`src/rtl/commit_trace_buffer.sv`:
```
// commit_trace_buffer: captures register-file commits from the writeback debug
// bus into a circular FIFO, tagged with a running commit sequence number.
// Status: occupancy, total commits seen, and a sticky overflow flag.
// Optional feature macro: TRACE_WATCH_EN adds a (register, value) watchpoint
// whose first captured match raises watch_hit and self-freezes capture.
module commit_trace_buffer #(
  parameter int unsigned DEPTH = 16,
  parameter int unsigned SEQ_W = 16
) (
  input  logic                       clk,
  input  logic                       rst_n,
  input  logic                       commit_we,
  input  logic [2:0]                 commit_waddr,
  input  logic [15:0]                commit_wdata,
  input  logic                       freeze,
  input  logic                       clear,
  output logic                       rd_valid,
  input  logic                       rd_ready,
  output logic [SEQ_W-1:0]           rd_seq,
  output logic [2:0]                 rd_waddr,
  output logic [15:0]                rd_wdata,
  output logic [$clog2(DEPTH):0]     count,
  output logic [SEQ_W-1:0]           commit_cnt,
  output logic                       overflow
`ifdef TRACE_WATCH_EN
  ,
  input  logic                       watch_en,
  input  logic [2:0]                 watch_addr,
  input  logic [15:0]                watch_data,
  output logic                       watch_hit
`endif
);

  localparam int unsigned PW = $clog2(DEPTH);
  localparam int unsigned CW = PW + 1;

  logic [SEQ_W-1:0] mem_seq  [DEPTH];
  logic [2:0]       mem_addr [DEPTH];
  logic [15:0]      mem_data [DEPTH];

  logic [PW-1:0] wr_ptr;
  logic [PW-1:0] rd_ptr;

  logic self_freeze;
  logic push_req;
  logic push;
  logic pop;
  logic full;

  // Head is first-word fall-through; zeros when empty.
  always_comb begin
    rd_valid = (count != '0);
    rd_seq   = '0;
    rd_waddr = '0;
    rd_wdata = '0;
    if (rd_valid) begin
      rd_seq   = mem_seq[rd_ptr];
      rd_waddr = mem_addr[rd_ptr];
      rd_wdata = mem_data[rd_ptr];
    end
  end

  // Push/pop qualification; clear suppresses both.
  always_comb begin
    full     = (count == CW'(DEPTH));
    pop      = rd_valid && rd_ready && !clear;
    push_req = commit_we && !freeze && !self_freeze && !clear;
    push     = push_req && (!full || pop);
  end

  // Trace storage; contents need no reset because rd_valid masks them.
  always_ff @(posedge clk) begin
    if (push) begin
      mem_seq[wr_ptr]  <= commit_cnt;
      mem_addr[wr_ptr] <= commit_waddr;
      mem_data[wr_ptr] <= commit_wdata;
    end
  end

  // Pointers, occupancy, commit counter and overflow flag.
  always_ff @(posedge clk or negedge rst_n) begin
    if (!rst_n) begin
      wr_ptr     <= '0;
      rd_ptr     <= '0;
      count      <= '0;
      commit_cnt <= '0;
      overflow   <= 1'b0;
    end else if (clear) begin
      wr_ptr     <= '0;
      rd_ptr     <= '0;
      count      <= '0;
      commit_cnt <= '0;
      overflow   <= 1'b0;
    end else begin
      if (push) wr_ptr <= wr_ptr + PW'(1);
      if (pop)  rd_ptr <= rd_ptr + PW'(1);
      if (push && !pop)      count <= count + CW'(1);
      else if (pop && !push) count <= count - CW'(1);
      if (commit_we) commit_cnt <= commit_cnt + SEQ_W'(1);
      if (push_req && !push) overflow <= 1'b1;
    end
  end

`ifdef TRACE_WATCH_EN
  logic watch_match;

  // Watchpoint compare against the incoming commit.
  always_comb begin
    watch_match = watch_en && (commit_waddr == watch_addr) &&
                  (commit_wdata == watch_data);
  end

  // Sticky hit and self-freeze, released only by clear or reset.
  always_ff @(posedge clk or negedge rst_n) begin
    if (!rst_n) begin
      watch_hit   <= 1'b0;
      self_freeze <= 1'b0;
    end else if (clear) begin
      watch_hit   <= 1'b0;
      self_freeze <= 1'b0;
    end else if (push && watch_match) begin
      watch_hit   <= 1'b1;
      self_freeze <= 1'b1;
    end
  end
`else
  assign self_freeze = 1'b0;
`endif

endmodule

```
`config.mk`:
```
export PLATFORM = sky130hd
export DESIGN_NAME = commit_trace_buffer
export DESIGN_NICKNAME = d
export VERILOG_FILES = /design/src/rtl/commit_trace_buffer.sv
export SDC_FILE = /design/constraint.sdc
export NUM_CORES = 1
export LEC_CHECK = 0
export ABC_AREA = 1
export CAP_MARGIN = 10
export CORE_MARGIN = 4
export CORE_UTILIZATION = 47
export DETAILED_ROUTE_END_ITERATION = 7
export PLACE_DENSITY = 0.65
export SYNTH_ARGS = -nofsm -noshare
export SYNTH_HDL_FRONTEND = slang
export SYNTH_SLANG_ARGS = --single-unit
```
`constraint.sdc`:
```
create_clock -name clk -period 3.3 [get_ports clk]
set_input_delay 0.66 -clock clk [delete_from_list [all_inputs] [get_ports clk]]
set_output_delay 0.66 -clock clk [all_outputs]
set_load 0.1 [all_outputs]
```
==> results.cfg <==
[timing]
slew_violations = 0
relSlewSlack = 0.413
fmax_mhz = 308
tightest_slew_ns = 0.881
timing.final.crit_share = 0.983
hold_violations = 0
setup_viol = 0
whs_ns = 0.436
rsz0062_at_grt = true
final.min_clock_period_ns = 3.24
skew_ns = 0.0290

[detailed_routing]
wl_um = 60600
drc_errors = 0
drt-pass1-iter-count = 5
antenna_left = 0
wire_per_inst_um = 22.2
drt_iter0_markers = 1572
drt-vias-per-instance = 5.64
vias = 15400

[synthesis]
yosysWarnings = 0
async_flop_share = 0.0508
syn_area_per_cell_um2 = 12.5
synth_cells = 1901
syn-num-nets = 1937
synth_edf_count = 560
netlist_area_um2 = 23900
synth-seq-cells = 590
synth.distinct_cells = 37
ys_seq_area_frac = 0.736
synth-main-ff-cell = edfxtp_1

[setup_path]
crit_top_cell = nand2_1
reg2reg_setup_slack_ns = 0.96
crit_slowest_cell = dfrtp_2
crit_family = simple AND/OR/NAND/NOR gates
path_cells = inv_6, nand2_4, buf_8, a21oi_1, nor3_1, nand2_1, nand2_1, nor2_4, buf_12
reg2reg_depth = 8
cp.arrival_ns = 2.58
cp-end-kind = output pin
path_buf_inv = 3
startpoint_type = flop
r2r-end = mem_data[2][0]
required_ns = 2.64
crit_fanout = 21
crit_type = flop to output pin
slowest_delay_ns = 0.50
r2r_start = count[1]

[global_routing]
grt_pass1_vias = 15000
overflow = 0
gr-usage-all-layers = 0.217
grt_pass1_wl_um = 89900
grt_max_degree = 78
antenna_found_initial = 0

[die]
dieHeight_um = 233
die_area_um2 = 54400
fp-row-count = 82
die_w_um = 233
initial_core_util = 0.475
io_pins = 83
core_um2 = 50200

[pwr]
power.switching_mw = 7.84
p_int_mw = 14.3
seqPwrFrac = 0.375
p_sw_frac = 0.353
comb_power_share = 0.333
powerDensity_nw_per_um2 = 782
p_leak_nw = 10.1
peakVddDrop_uv = 875
clkPwrFrac = 0.292

[placed_design]
numPortBuffers = 82
detailed_place_hpwl_um = 32300
place.gp.congestion = 0.806
dp.cells = 2611

[clocking]
cts_tree = built
clk_path_buf_depth = 3
clk_pin_slew_ns = 0.06
numCtsBuffers = 56
h-tree-depth = 2
cts.sinks = 590
clock_latency_ns = 0.61
cts_root_buf = clkbuf_16

[final_layout]
final_cells = 2732
area_delta_synth_final_pct = 18.9
drive_above_1_share = 0.142
layout_commonest_cell = edfxtp_1
final_cell_mix = edfxtp_1, nand2_1, nor2_1
fin_nets = 2048
fillers = 4011

[status]
status = completed

[job]
maxCapViolations = 0

[min_path]
min_path_type = primary input to asynchronous set/reset pin
[state kept, by name, summed over array words and instances, names as in the netlist]
name and count:
mem_seq 256, mem_data 256, rd_ptr 4, overflow 1, count 5, commit_cnt 16, wr_ptr 4, mem_addr 48
[metrics by stage]
| step | power (mW) | instance area, um^2 | TNS, ns | util | setup slack (ns) |
|---|---|---|---|---|---|
| final | 22.2 | 28400 | 0 | 0.565 | 0.0577 |
| after global routing | 22.9 | 28400 | -0.353 | 0.565 | -0.0586 |
| after CTS | 22.0 | 28100 | -0.00539 | 0.560 | -0.00334 |
| after detailed placement | 15.4 | 26100 | 0 | 0.519 | 0.361 |
| after global placement | 15.3 | 26100 | 0 | 0.519 | 0.417 |
| after floorplan | 13.2 | 24000 | -209.96 | - | -0.375 |
[cells in the mapped netlist (3+ instances only)]
| cell | n | area, um^2 |
|---|---|---|
| ha_1 | 10 | 125 |
| inv_1 | 30 | 113 |
| o21ai_1 | 43 | 215 |
| a21oi_1 | 151 | 756 |
| nand3_1 | 19 | 95.1 |
| edfxtp_1 | 560 | 16800 |
| clkbuf_1 | 36 | 135 |
| nand4_1 | 8 | 50.1 |
| nor2_1 | 209 | 785 |
| nor3_2 | 3 | 30.0 |
| nand2_1 | 411 | 1540 |
| nor3_1 | 46 | 230 |
| dfrtp_1 | 30 | 751 |
| o22ai_1 | 70 | 438 |
| inv_2 | 3 | 11.3 |
| o21ai_0 | 148 | 741 |
| buf_6 | 17 | 191 |
| buf_2 | 30 | 150 |
| buf_4 | 18 | 135 |
| buf_1 | 4 | 15.0 |
| mux2i_1 | 35 | 350 |
[worst max path at each step]
stage          startpoint              to  cells after the start
2_1_floorplan    count[1]  mem_addr[0][0]                      8
3_3_place_gp    commit_we  mem_data[2][0]                      8
3_5_place_dp        clear  mem_data[2][0]                      7
4_1_cts         rd_ptr[1]     rd_wdata[4]                      8
5_1_grt         rd_ptr[1]       rd_seq[1]                      9
6_report        rd_ptr[1]       rd_seq[3]                      9
[cell families (layout without fill, tap and decap cells)]
kind of cell	Yosys count	count (layout)	synth area share
AND/OR/NAND/NOR	700	700	0.116
flip-flops	590	590	0.736
AO/OA/AOI/OAI	418	418	0.0921
buffers and inverters	143	301	0.0334
multiplexers	35	35	0.0147
adder cells (fa/ha/maj)	11	11	0.00608
XOR/XNOR	4	4	0.00147
other	0	1	0
[routing by layer]
metal  global-route usage  vias to the layer above  wire length (um)
met5                    0                        -                 0
met1                0.294                     7602             24900
met2                0.368                      640             30000
met4               0.0542                        0              1260
met3               0.0349                       92              4380
li1                     -                     7073                 -
[area by class of cell]
type                            count  area, um^2  area share
Antenna cell                        1        2.50   0.0000882
Clock buffer                       74        1500      0.0529
Clock inverter                     31         347      0.0122
Inverter                           35         170     0.00600
Multi-Input combinational cell   1168        5840       0.206
Sequential cell                   590       17600       0.620
Tap cell                          672         841      0.0296
Timing Repair Buffer              160        2080      0.0734
Timing Repair inverter              1        8.76    0.000309
[power groups by stage]
stage                     clock, mW  combinational [mW]  sequential [mW]
after CTS                      6.54                7.16             8.34
after global routing           6.85                7.74             8.34
after floorplan                   0                4.55             8.64
after global placement            0                6.85             8.47
final                          6.47                7.38             8.33
after detailed placement          0                6.91             8.47
[what timing repair did]
action,CTS,global route
setup buffers,1,6
setup endpoints to repair,35,34
hold buffers,0,0
resized for setup,15,25
gates cloned,4,4
No activity file was read; power rests on OpenSTA's default activity.
